==> src/rtl/mult_div_ctrl_pkg.sv <==
// Shared definitions for the HI/LO multiply/divide sequencer:
// funct encodings, sequencer state encoding and small decode helpers.
package mult_div_ctrl_pkg;

    localparam logic [5:0] FUNCT_MULT  = 6'b011000;
    localparam logic [5:0] FUNCT_MULTU = 6'b011001;
    localparam logic [5:0] FUNCT_DIV   = 6'b011010;
    localparam logic [5:0] FUNCT_DIVU  = 6'b011011;

    localparam int MULT_DIV_BUS_W = 64;
    localparam int DATA_BUS_W     = 32;

    typedef enum logic [1:0] {
        MDC_IDLE = 2'b00,
        MDC_CALC = 2'b01,
        MDC_FIX  = 2'b10,
        MDC_DONE = 2'b11
    } mdc_state_t;

    // True for the four funct codes this unit executes.
    function automatic logic is_md_funct(input logic [5:0] f);
        logic ok;
        case (f)
            FUNCT_MULT, FUNCT_MULTU, FUNCT_DIV, FUNCT_DIVU: ok = 1'b1;
            default:                                        ok = 1'b0;
        endcase
        return ok;
    endfunction

    // True for the two's-complement variants (MULT, DIV).
    function automatic logic is_signed_funct(input logic [5:0] f);
        logic s;
        case (f)
            FUNCT_MULT, FUNCT_DIV: s = 1'b1;
            default:               s = 1'b0;
        endcase
        return s;
    endfunction

    // True for the divide variants (DIV, DIVU).
    function automatic logic is_div_funct(input logic [5:0] f);
        logic d;
        case (f)
            FUNCT_DIV, FUNCT_DIVU: d = 1'b1;
            default:               d = 1'b0;
        endcase
        return d;
    endfunction

endpackage

==> src/rtl/mult_div_ctrl_md_iter_step.sv <==
// One combinational iteration of the shared accumulator datapath.
// Multiply: accumulator holds {partial product, remaining multiplier bits};
//   add the multiplicand to the upper half when the low bit is set, then
//   shift right one place including the carry.
// Divide: accumulator holds {partial remainder, remaining dividend/quotient};
//   shift left, trial-subtract the divisor from the upper half and shift in
//   a quotient 1 when no borrow occurs (restoring division).
module md_iter_step #(
    parameter int WIDTH = 32
) (
    input  logic [2*WIDTH-1:0] acc,
    input  logic               is_div,
    input  logic [WIDTH-1:0]   operand,
    output logic [2*WIDTH-1:0] acc_next
);

    logic [WIDTH:0]   sum_s;
    logic [WIDTH:0]   rem_sh_s;
    logic [WIDTH-1:0] diff_s;
    logic             borrow_s;

    // Compute both candidate next-accumulator values and select by operation.
    always_comb begin
        sum_s    = {1'b0, acc[2*WIDTH-1:WIDTH]};
        rem_sh_s = acc[2*WIDTH-1:WIDTH-1];
        diff_s   = rem_sh_s[WIDTH-1:0] - operand;
        borrow_s = (rem_sh_s < {1'b0, operand});
        acc_next = acc;
        if (is_div) begin
            // The true difference always fits WIDTH bits, so the wrapped
            // subtraction above is exact whenever there is no borrow.
            if (borrow_s) begin
                acc_next = {rem_sh_s[WIDTH-1:0], acc[WIDTH-2:0], 1'b0};
            end else begin
                acc_next = {diff_s, acc[WIDTH-2:0], 1'b1};
            end
        end else begin
            if (acc[0]) begin
                sum_s = {1'b0, acc[2*WIDTH-1:WIDTH]} + {1'b0, operand};
            end else begin
                sum_s = {1'b0, acc[2*WIDTH-1:WIDTH]};
            end
            acc_next = {sum_s, acc[WIDTH-1:1]};
        end
    end

endmodule

==> src/rtl/mult_div_ctrl.sv <==
// HI/LO multiply/divide sequencer for the EX stage.
// Iterative 32-step multiply / restoring divide on magnitudes, followed by a
// single sign-fix cycle and a one-cycle done pulse.
// Build option MULT_FAST_EN: multiplies use a single-cycle combinational
// product and skip the iteration phase; divides are unchanged.
module mult_div_ctrl
    import mult_div_ctrl_pkg::*;
#(
    parameter int WIDTH = 32,
    parameter int CNT_W = 6
) (
    input  logic               clk,
    input  logic               rst_n,
    input  logic               start,
    input  logic [5:0]         funct,
    input  logic [WIDTH-1:0]   operand_1,
    input  logic [WIDTH-1:0]   operand_2,
    input  logic               flush,
    output logic               busy,
    output logic               done,
    output logic [2*WIDTH-1:0] result
);

    localparam logic [CNT_W-1:0] LAST_ITER = CNT_W'(WIDTH - 1);
    localparam logic [CNT_W-1:0] CNT_ONE   = {{(CNT_W-1){1'b0}}, 1'b1};
    localparam logic [WIDTH-1:0] W_ONE     = {{(WIDTH-1){1'b0}}, 1'b1};
    localparam logic [WIDTH-1:0] W_ZERO    = {WIDTH{1'b0}};

    mdc_state_t         state_r;
    logic               is_div_r;
    logic               sign_a_r;
    logic               sign_b_r;
    logic [WIDTH-1:0]   mag_a_r;
    logic [WIDTH-1:0]   mag_b_r;
    logic [2*WIDTH-1:0] acc_r;
    logic [CNT_W-1:0]   counter_r;
    logic               busy_r;
    logic               done_r;
    logic [2*WIDTH-1:0] result_r;

    logic               req_signed_s;
    logic               sign_a_s;
    logic               sign_b_s;
    logic [WIDTH-1:0]   mag_a_s;
    logic [WIDTH-1:0]   mag_b_s;
    logic [WIDTH-1:0]   step_operand_s;
    logic [2*WIDTH-1:0] acc_next_s;
    logic [2*WIDTH-1:0] fix_src_s;
    logic [2*WIDTH-1:0] fixed_s;
    logic [WIDTH-1:0]   quot_s;
    logic [WIDTH-1:0]   rem_s;

    assign busy   = busy_r;
    assign done   = done_r;
    assign result = result_r;

    // Request decode: operand signs and magnitudes (raw values for unsigned ops).
    always_comb begin
        req_signed_s = is_signed_funct(funct);
        sign_a_s     = req_signed_s & operand_1[WIDTH-1];
        sign_b_s     = req_signed_s & operand_2[WIDTH-1];
        if (sign_a_s) begin
            mag_a_s = (~operand_1) + W_ONE;
        end else begin
            mag_a_s = operand_1;
        end
        if (sign_b_s) begin
            mag_b_s = (~operand_2) + W_ONE;
        end else begin
            mag_b_s = operand_2;
        end
    end

    // Divisor feeds the divide step, multiplicand feeds the multiply step.
    always_comb begin
        if (is_div_r) begin
            step_operand_s = mag_b_r;
        end else begin
            step_operand_s = mag_a_r;
        end
    end

    md_iter_step #(
        .WIDTH (WIDTH)
    ) u_step (
        .acc      (acc_r),
        .is_div   (is_div_r),
        .operand  (step_operand_s),
        .acc_next (acc_next_s)
    );

    // Sign correction of the unsigned magnitude result.
    always_comb begin
`ifdef MULT_FAST_EN
        if (is_div_r) begin
            fix_src_s = acc_r;
        end else begin
            fix_src_s = {W_ZERO, mag_a_r} * {W_ZERO, mag_b_r};
        end
`else
        fix_src_s = acc_r;
`endif
        quot_s  = fix_src_s[WIDTH-1:0];
        rem_s   = fix_src_s[2*WIDTH-1:WIDTH];
        fixed_s = fix_src_s;
        if (is_div_r) begin
            if (sign_a_r ^ sign_b_r) begin
                quot_s = W_ZERO - fix_src_s[WIDTH-1:0];
            end else begin
                quot_s = fix_src_s[WIDTH-1:0];
            end
            if (sign_a_r) begin
                rem_s = W_ZERO - fix_src_s[2*WIDTH-1:WIDTH];
            end else begin
                rem_s = fix_src_s[2*WIDTH-1:WIDTH];
            end
            fixed_s = {rem_s, quot_s};
        end else begin
            if (sign_a_r ^ sign_b_r) begin
                fixed_s = {(2*WIDTH){1'b0}} - fix_src_s;
            end else begin
                fixed_s = fix_src_s;
            end
        end
    end

    // Sequencer FSM with registered busy/done/result.
    always_ff @(posedge clk or negedge rst_n) begin
        if (!rst_n) begin
            state_r   <= MDC_IDLE;
            is_div_r  <= 1'b0;
            sign_a_r  <= 1'b0;
            sign_b_r  <= 1'b0;
            mag_a_r   <= {WIDTH{1'b0}};
            mag_b_r   <= {WIDTH{1'b0}};
            acc_r     <= {(2*WIDTH){1'b0}};
            counter_r <= {CNT_W{1'b0}};
            busy_r    <= 1'b0;
            done_r    <= 1'b0;
            result_r  <= {(2*WIDTH){1'b0}};
        end else begin
            case (state_r)
                MDC_IDLE: begin
                    done_r <= 1'b0;
                    if (start && is_md_funct(funct) && !flush) begin
                        is_div_r  <= is_div_funct(funct);
                        sign_a_r  <= sign_a_s;
                        sign_b_r  <= sign_b_s;
                        mag_a_r   <= mag_a_s;
                        mag_b_r   <= mag_b_s;
                        counter_r <= {CNT_W{1'b0}};
                        busy_r    <= 1'b1;
                        if (is_div_funct(funct)) begin
                            acc_r <= {W_ZERO, mag_a_s};
                        end else begin
                            acc_r <= {W_ZERO, mag_b_s};
                        end
`ifdef MULT_FAST_EN
                        if (is_div_funct(funct)) begin
                            state_r <= MDC_CALC;
                        end else begin
                            state_r <= MDC_FIX;
                        end
`else
                        state_r <= MDC_CALC;
`endif
                    end else begin
                        busy_r  <= 1'b0;
                        state_r <= MDC_IDLE;
                    end
                end
                MDC_CALC: begin
                    if (flush) begin
                        busy_r  <= 1'b0;
                        state_r <= MDC_IDLE;
                    end else begin
                        acc_r     <= acc_next_s;
                        counter_r <= counter_r + CNT_ONE;
                        if (counter_r == LAST_ITER) begin
                            state_r <= MDC_FIX;
                        end else begin
                            state_r <= MDC_CALC;
                        end
                    end
                end
                MDC_FIX: begin
                    busy_r <= 1'b0;
                    if (flush) begin
                        state_r <= MDC_IDLE;
                    end else begin
                        result_r <= fixed_s;
                        done_r   <= 1'b1;
                        state_r  <= MDC_DONE;
                    end
                end
                MDC_DONE: begin
                    done_r  <= 1'b0;
                    busy_r  <= 1'b0;
                    state_r <= MDC_IDLE;
                end
                default: begin
                    done_r  <= 1'b0;
                    busy_r  <= 1'b0;
                    state_r <= MDC_IDLE;
                end
            endcase
        end
    end

endmodule

==> config.mk <==
export PLATFORM = sky130hd
export DESIGN_NAME = mult_div_ctrl
export DESIGN_NICKNAME = d
export VERILOG_FILES = /design/src/rtl/mult_div_ctrl_pkg.sv /design/src/rtl/mult_div_ctrl_md_iter_step.sv /design/src/rtl/mult_div_ctrl.sv
export SDC_FILE = /design/constraint.sdc
export NUM_CORES = 1
export LEC_CHECK = 0
export BUFFER_PORTS_ARGS = -buffer_cell sky130_fd_sc_hd__buf_2
export CAP_MARGIN = 20
export CORE_AREA = 3 3 196 198
export CTS_BUF_LIST = sky130_fd_sc_hd__clkbuf_4 sky130_fd_sc_hd__clkbuf_8
export CTS_CLUSTER_DIAMETER = 50
export CTS_CLUSTER_SIZE = 10
export DETAILED_ROUTE_END_ITERATION = 8
export DIE_AREA = 0 0 199 201
export GPL_TIMING_DRIVEN = 0
export PLACE_DENSITY = 0.65
export SLEW_MARGIN = 5
export SYNTH_ARGS = -nofsm -noshare
export SYNTH_HDL_FRONTEND = slang
export SYNTH_SLANG_ARGS = --single-unit
==> constraint.sdc <==
create_clock -name clk -period 5 [get_ports clk]
set_input_delay 0.25 -clock clk [delete_from_list [all_inputs] [get_ports clk]]
set_output_delay 0.25 -clock clk [all_outputs]
set_load 0.05 [all_outputs]
Word level (Yosys, flattened, before mapping)
Cells that the tools add are included.
Word-level totals
  register bits after elaboration: 205
  input bits: 74
  word-level logic and storage cells: 86
Cells by class
  add/subtract/negate cells: 8
  magnitude comparators: 1
  eq/ne operators: 12
  mux-type cells: 33
  bitwise logic cells: 6
  reduce and logical (&&, ||, !) cells: 15
Operators by type and width (number)
  $mux 64: 6
  $mux 32: 6
  $pmux 64 s2: 1
  $add 32x1->32 const B: 2
  $not 32->32: 2
  $sub 1x32->32 const A: 2
  $sub 1x64->64 const A: 1
  $add 32x32->33: 1
  $lt 33x32->1: 1
  $mux 33: 1
  $sub 32x32->32: 1
  $eq 6x5->1 const B: 5
  $mux 6: 2
  $pmux 6 s2: 1
  $mux 1: 10
  $ne 2x2->1 const B: 4
  $pmux 2 s4: 1
  $reduce_or 2->1: 4
  $add 6x1->6 const B: 1
  $mux 2: 3
  $reduce_and 2->1: 3
  $eq 2x2->1 const B: 2
  $reduce_bool 2->1: 2
  $reduce_or 4->1: 1
  other kinds (10): 12

Longest topological paths before layout
Gate-level depths: netlist of the first run.
  depth in word-level cells: 11
  mapped depth: 18
  gate-level depth less buffers: 13

Cells and area by module
Synthesis of the first run repeated with hierarchy kept, for this count alone.
Second synthesis, totals
  cells, all modules: 1997
  area, all modules: 16245.6 sq um
By module, submodules not included
  mult_div_ctrl: times used 1, cells each 1307, area each 11531.1 sq um
  md_iter_step: times used 1, cells each 690, area each 4714.5 sq um

Worst setup path after synthesis of the first run
No wires, ideal clock.
  path type: reg2reg
  start point: register is_div_r
  end point: register acc_r[58]
  arrival time: 4.395 ns
  data required time: 4.878 ns
  setup slack: 0.484 ns
  cell stages (with the launch flop): 16
  path buffers: 5
  path through: dfrtp_1 clkbuf_1 buf_1 clkbuf_1 buf_1 mux2i_1 ha_1 a21o_1 a21o_1 a221oi_1 o21bai_1 a2111oi_2 o31ai_4 buf_4 o32a_1 a32o_1
On the way
  word-level cells in the longest chain between the ends: 6
  elaborated cells on any way between the ends: 9
Ends and longest elaborated chain
  start: declaration: RTL line mult_div_ctrl.sv:30  | logic is_div_r;
  start signal: assignment: RTL line mult_div_ctrl.sv:146  | is_div_r <= is_div_funct(funct);
  $mux 32: RTL line mult_div_ctrl.sv:76  | if (is_div_r) begin
  $add 32x32->33 (tied with other cells): RTL line mult_div_ctrl_md_iter_step.sv:39  | sum_s = {1'b0, acc[2*WIDTH-1:WIDTH]} + {1'b0, operand};
  $mux 33 / $mux 64 (equally long branches): RTL line mult_div_ctrl_md_iter_step.sv:38, mult_div_ctrl_md_iter_step.sv:32
  $mux 64 (*): RTL line mult_div_ctrl_md_iter_step.sv:29  | if (is_div) begin
  $mux 64 (*): RTL line mult_div_ctrl.sv:173  | if (flush) begin
  $pmux 64 s2 (*): RTL line mult_div_ctrl.sv:142  | case (state_r)
  end signal: assignment: RTL line mult_div_ctrl.sv:154  | acc_r <= {W_ZERO, mag_a_s};
  end signal: assignment: RTL line mult_div_ctrl.sv:156  | acc_r <= {W_ZERO, mag_b_s};
  end signal: assignment: RTL line mult_div_ctrl.sv:177  | acc_r <= acc_next_s;
  end: declaration: RTL line mult_div_ctrl.sv:35  | logic [2*WIDTH-1:0] acc_r;
Every way passes the cells marked *; elsewhere a longest branch is shown, timed or not. The select of a mux whose other input is x is not followed.
A chain may end at the register's enable or synchronous reset.

Worst setup path after layout of the first run
  start point: register is_div_r
  end point: register acc_r[50]
The elaborated chain is that of the path after synthesis.

==> results of run 1 <==
stage by stage:
| stage | setup WS (ns) | hold WS (ns) | util |
|---|---|---|---|
| floorplan | 0.484 | -0.0456 | - |
| global placement | -1.76 | 0.458 | 0.483 |
| detailed placement | -1.86 | 0.201 | 0.486 |
| CTS | 0.00370 | 0.00612 | 0.505 |
| global route | -0.0217 | 0.0380 | 0.507 |
| finish | 0.0151 | 0.0433 | 0.507 |
registers in the layout, indices dropped and copies added, names as in the netlist:
signal / cells
busy: 1
mag_a_r: 32
sign_b_r: 1
counter_r: 6
is_div_r: 1
sign_a_r: 1
result: 64
acc_r: 64
mag_b_r: 32
done: 1
state_r: 2
power by group through the flow:
stage	Sequential, mW	Clock [mW]	Combinational (mW)
5_1_grt	2.10	1.52	2.75
3_5_place_dp	2.09	0	2.38
4_1_cts	2.07	1.45	2.44
3_3_place_gp	2.09	0	2.35
2_1_floorplan	2.06	0	1.64
6_report	2.08	1.45	2.54
tightest hold or removal path, cell delays in order:
cell and delay, ns:
buf_2 0.14, inv_1 0.12, o21ai_0 0.10
what timing repair did:
action,in CTS,in global routing
endpoints found under the hold margin,57,0
buffers inserted,3,1
resized for setup,28,20
pin swaps,1,1
hold buffers,2,0
setup endpoints to repair,33,32
routing by layer:
| layer | track usage | vias to the layer above |
|---|---|---|
| met1 | 0.433 | 8145 |
| li1 | - | 7818 |
| met2 | 0.490 | 874 |
| met3 | 0.0453 | 161 |
| met4 | 0.119 | 0 |
| met5 | 0 | - |
cells in the mapped netlist (all sizes together) (7+ instances only):
| library cell | number |
|---|---|
| inv | 66 |
| xnor2 | 101 |
| a21o | 28 |
| nand4 | 14 |
| o21a | 10 |
| ha | 74 |
| nor2 | 153 |
| nor3 | 46 |
| or3 | 10 |
| a21oi | 166 |
| o21bai | 9 |
| nor2b | 13 |
| a31oi | 32 |
| a221oi | 10 |
| and3 | 14 |
| dfrtp | 205 |
| o21ai | 235 |
| a211oi | 26 |
| nand2 | 320 |
| o311ai | 7 |
| or4 | 11 |
| nand2b | 22 |
| clkbuf | 118 |
| and2 | 11 |
| a22oi | 12 |
| nor4 | 25 |
| buf | 21 |
| o31ai | 18 |
| xor2 | 68 |
| mux2i | 77 |
| o41ai | 10 |
| nand3 | 44 |
| mux2 | 22 |
| o211ai | 18 |
how the worst max path moves through the flow:
| stage | depth (start not counted) | startpoint | slack, ns | end |
|---|---|---|---|---|
| 5_1_grt | 15 | is_div_r | -0.02 | acc_r[50] |
| 4_1_cts | 15 | is_div_r | 0.004 | acc_r[50] |
| 3_3_place_gp | 16 | is_div_r | -1.76 | acc_r[50] |
| 3_5_place_dp | 16 | is_div_r | -1.86 | acc_r[50] |
| 6_report | 15 | is_div_r | 0.02 | acc_r[50] |
| 2_1_floorplan | 15 | is_div_r | 0.48 | acc_r[58] |
layout make-up:
cell class	instances	area, sq um	area share
clock buffers	34	455	0.0245
flip-flops and latches	205	5130	0.276
multi-input cells	1684	10700	0.573
clock inverters	9	139	0.00746
repair buffers	147	813	0.0437
plain buffers	138	567	0.0304
well taps	468	586	0.0314
inverters	67	251	0.0135
logic make-up after synthesis:
logic type,count (synthesis),share of synthesized area
simple gates,705,0.195
buf+inv,206,0.0479
fa+ha+maj,76,0.0587
mux,99,0.0619
xor+xnor,169,0.0899
flops,205,0.312
compound gates,635,0.235
==> results.cfg, run 1 <==
[run_status]
outcome = completed

[worst_setup_path]
critPathLaunchType = flip-flop
required_ns = 5.48
crit_path_max_fanout = 10
critPathBufInv = 4
r2r-end = acc_r[50]
arrival_ns = 5.46
crit_family = compound AO/OA/AOI/OAI gates
r2r_slack_ns = 0.02
timing.rr.start = is_div_r
path_cells = clkbuf_4 > clkbuf_4 > buf_4 > mux2i_4 > ha_1 > nor2b_1 > o2111a_1 > o21ai_2 > o41ai_4 > a21oi_4 > o31ai_4 > buf_4 > mux2i_1 > mux2i_1 > a22o_1
critPathSlowestCell = o41ai_4
r2r_cells = 15
path_class = flip-flop to flip-flop
critPathMaxStageDelay_ns = 0.67
cp-end-kind = flip-flop

[global_routing]
overflow = 0
grt_pass1_vias = 16600
antenna_found_initial = 0
grt_max_degree = 86
grt.total_usage = 0.312
grt_pass1_wl_microns = 97400

[hold_path]
min_to = mag_a_r[0]
hold_depth = 3
min-delay-path-class = input pin to flip-flop
hold_start = operand_1[0]

[drt]
met3_length_microns = 5070
top_layer = met4
drt-wirelength-per-cell_microns = 23.1
dr.pass1.iters = 6
ant_nets = 0
met1_length_microns = 27200
drt-vias-per-instance = 6.18
drt_iter0_markers = 1701
drcViolationCount = 0
wl_microns = 63700
via_count = 16998
routed-wl-met2_microns = 28400

[clocking]
clock_latency_ns = 0.61
h-tree-depth = 1
path_clk_slew_ns = 0.08
cts_tree = yes
ctsRootBufferMaster = clkbuf_8
cts_sinks = 205
cts_buffers = 28
cts_buffer_depth = 3

[cells_and_area]
final_cell_mix = 320 x nand2_1, 224 x o21ai_0, 204 x dfrtp_1, 163 x a21oi_1, 153 x nor2_1
drive_gt1_frac = 0.118
n_antenna_cell = 0
fin_area_sq_um = 18600
fillerInstances = 3644
finalNonFillerCells = 2752
nets = 2421
layout_commonest_cell = nand2_1
syn_to_final_growth_pct = 13.1

[timing]
final-hold-violation-count = 0
final.setup.tns_ns = 0
setup_viol = 0
fin_worst_skew_ns = 0.0380
worst_pin_slew_ns = 1.05
fmax_ghz = 0.201
final.period_utilization = 0.997
slew_violations = 0
slew_headroom = 0.298
final.min_clock_period_ns = 4.98

[pwr]
power.switching_mw = 2.54
clkPwrFrac = 0.239
combPwrFrac = 0.418
p_total_mw = 6.06
p_per_area_nw_per_um2 = 326
p_sw_frac = 0.418
power_leakage_nw = 8.27
seqPwrFrac = 0.343
p_int_mw = 3.53
ir_drop_v = 0.000211

[logic_synthesis]
yosysTopAreaCell = dfrtp_1
synth_edf_count = 0
synth_top_area_frac = 0.312
syn-num-nets = 2245
yosysSeqAreaShare = 0.312
synth.area.top_cells = dfrtp_1 31%, nand2_1 7.3%, o21ai_0 6.8%
synth.ff_latch_count = 205
syn_inst = 2095
yosysWarnings = 0
ys_async_sr_fraction = 1.00
synth_cell_types = 80
syn-cell-area_sq_um = 16500
synth_area_per_cell_sq_um = 7.86
ys.flop_type = dfrtp_1

[job]
maxCapViolCount = 0

[place]
gp_congestion = 1.07
place_inst = 2704
place_area_sq_um = 17800
io_buffer_count = 138
dpl.hpwl_microns = 49700

[die]
start_util = 0.449
row_count = 70
io_pins = 140
die_h_microns = 201
core_area_sq_um = 36700
dieWidth_microns = 199
dieArea_sq_um = 40000
(Power assumes the default switching activity.)
==> inputs of run 2 (changes only) <==
Settings changed: CORE_AREA 3 3 196 198 to 3 3 195 197, DIE_AREA 0 0 199 201 to 0 0 198 200, SYNTH_HIERARCHICAL from default to 1.
==> run 2 against run 1 <==
Net effect: utilization shrank 0.59 points; clock skew shrank 0.0045 ns; die area shrank 1.0%; worst setup slack gained 0.21 ns; total power shrank 17%; sequential cell count is the same; combinational power shrank 39%; cell area shrank 1.9%; critical endpoint is now acc_r[0].
==> results.cfg, run 2 <==
[clocking]
cts_buffer_depth = 3
cts_sinks = 205
path_clk_slew_ns = 0.07
h-tree-depth = 1
clock_latency_ns = 0.62
ctsRootBufferMaster = clkbuf_8
cts_tree = yes
cts_buffers = 30

[drt]
drt-vias-per-instance = 6.17
ant_nets = 0
dr.pass1.iters = 6
drt-wirelength-per-cell_microns = 22.7
wl_microns = 60400
drt_iter0_markers = 1489
drcViolationCount = 0
via_count = 16452

[logic_synthesis]
syn-num-nets = 2146
synth.ff_latch_count = 205
yosysMostFrequentCell = nand2_1
synth.area.top_cells = dfrtp_1 32%, o21ai_0 6.8%, nand2_1 6.4%
yosysWarnings = 6
ys.flop_type = dfrtp_1
yosysTopAreaCell = dfrtp_1
synth_cell_types = 82
ys_async_sr_fraction = 1.00
synth_area_per_cell_sq_um = 8.13
synth_top_area_frac = 0.316
syn_inst = 1997
synthTopCellsByCount = 276 x nand2_1, 221 x o21ai_0, 205 x dfrtp_1, 138 x a21oi_1, 103 x nor2_1
yosysSeqAreaShare = 0.316
syn-cell-area_sq_um = 16200
synth_edf_count = 0

[global_routing]
grt_pass1_wl_microns = 92200
grt.total_usage = 0.299
grt_pass1_vias = 15787
grt_max_degree = 108
antenna_found_initial = 0
overflow = 0

[cells_and_area]
register_area_sq_um = 5130
fin_area_sq_um = 18300
nets = 2329
multi_input_area_sq_um = 10400
layout_commonest_cell = nand2_1
utilization = 0.502
fillerInstances = 3626
syn_to_final_growth_pct = 12.5
drive_gt1_frac = 0.143
final_cell_mix = 276 x nand2_1, 221 x o21ai_0, 205 x dfrtp_1, 151 x buf_2, 138 x a21oi_1

[run_status]
outcome = completed

[place]
dpl.hpwl_microns = 47000
gp_congestion = 0.993
io_buffer_count = 139
post-place-ws_ns = -0.358
place_area_sq_um = 17600

[pwr]
p_per_area_nw_per_um2 = 275
p_total_mw = 5.02
power_leakage_nw = 8.25
ir_drop_v = 0.000159

[timing]
setup_viol = 0
final.period_utilization = 0.956
fin_worst_skew_ns = 0.0336
final-hold-violation-count = 0
rsz0062_at_grt = false
final.setup.tns_ns = 0
slew_violations = 0
fmax_ghz = 0.209
slew_headroom = 0.264
final.min_clock_period_ns = 4.78
fin_ws_ns = 0.222
worst_pin_slew_ns = 1.10

[die]
core_area_sq_um = 36400
row_count = 70
io_pins = 140
start_util = 0.446
die_h_microns = 200
dieWidth_microns = 198
dieArea_sq_um = 39600

[hold_path]
min-delay-path-class = input pin to flip-flop
hold_depth = 3

[worst_setup_path]
required_ns = 5.45
cp-end-kind = flip-flop
r2r_cells = 16
critPathLaunchType = flip-flop
arrival_ns = 5.23
crit_path_max_fanout = 12
path_class = flip-flop to flip-flop

[job]
maxCapViolCount = 0
[run 2: cell count changes in the layout (fill, tap and decap cells not counted), moves of 17 or more]
cell and delta:
a21oi_1 -25, clkbuf_1 -32, mux2_2 +57, mux2i_1 -42
nand2_1 -44, nand3_1 +22, nor2_1 -50, xnor2_1 -18
xor2_1 +17
[run 2: cells by family after synthesis]
family,after synthesis,synth area share
AOI/OAI and AO/OA,586,0.222
xor gates and xnor gates,168,0.0906
adders and majority gates,75,0.0587
buffers and inverters,178,0.0425
DFF,205,0.316
muxes,105,0.0708
and+or+nand+nor,680,0.200
[run 2: final timing paths]
path	start	slack, ns	to
min	operand_1[12]	0.03	mag_a_r[12]
max reg2reg	is_div_r	0.22	acc_r[0]
max	is_div_r	0.22	acc_r[0]
min reg2reg	result[39]	0.47	result[39]
min in group asynchronous	rst_n	0.24	acc_r[25]
max in group asynchronous	rst_n	3.75	result[39]
[run 2: through the flow]
| stage | cells | hold slack, ns |
|---|---|---|
| finish | 2665 | 0.0277 |
| floorplan | 1997 | -0.0456 |
| global placement | 2604 | 0.457 |
| CTS | 2662 | 0.00187 |
| detailed placement | 2606 | 0.349 |
| global route | 2664 | 0.0194 |
[run 2: layer usage]
layer,track usage,part of all wire
met1,0.406,0.43
met2,0.482,0.45
met3,0.0557,0.085
met4,0.109,0.039
met5,0,0
[run 2: worst max-delay path, stage by stage, from the launching register on]
cell	delay (ns)
dfrtp_1	0.65
clkbuf_2	0.36
clkbuf_2	0.37
mux2_2	0.42
inv_1	0.07
ha_1	0.27
a21oi_1	0.36
nand4_1	0.14
o22ai_1	0.43
o221a_1	0.38
a211o_1	0.25
o21ai_4	0.13
buf_2	0.24
nor2_1	0.19
nor2_1	0.07
a21oi_1	0.19
o21ai_0	0.09
[run 2: cell type report]
type	count	share of cell area
Antenna cell	1	0.000137
Buffer	104	0.0229
Clock buffer	34	0.0249
Clock inverter	14	0.00760
Inverter	73	0.0150
Multi-Input combinational cell	1614	0.571
Sequential cell	205	0.281
Tap cell	468	0.0320
Timing Repair Buffer	152	0.0459
[run 2: what timing repair did]
item                                   4_1_cts  5_1_grt
gates resized for setup                      5        1
endpoints found under the hold margin      107        0
setup buffers                                0        0
hold buffers                                 9        0
setup endpoints to repair                   33        1
[run 2: report_power, final]
group | switching (mW) | total (mW) | internal [mW]
clock | 0.713 | 1.43 | 0.714
sequential | 0.217 | 2.03 | 1.81
combinational | 0.956 | 1.56 | 0.606
total | 1.89 | 5.02 | 3.13
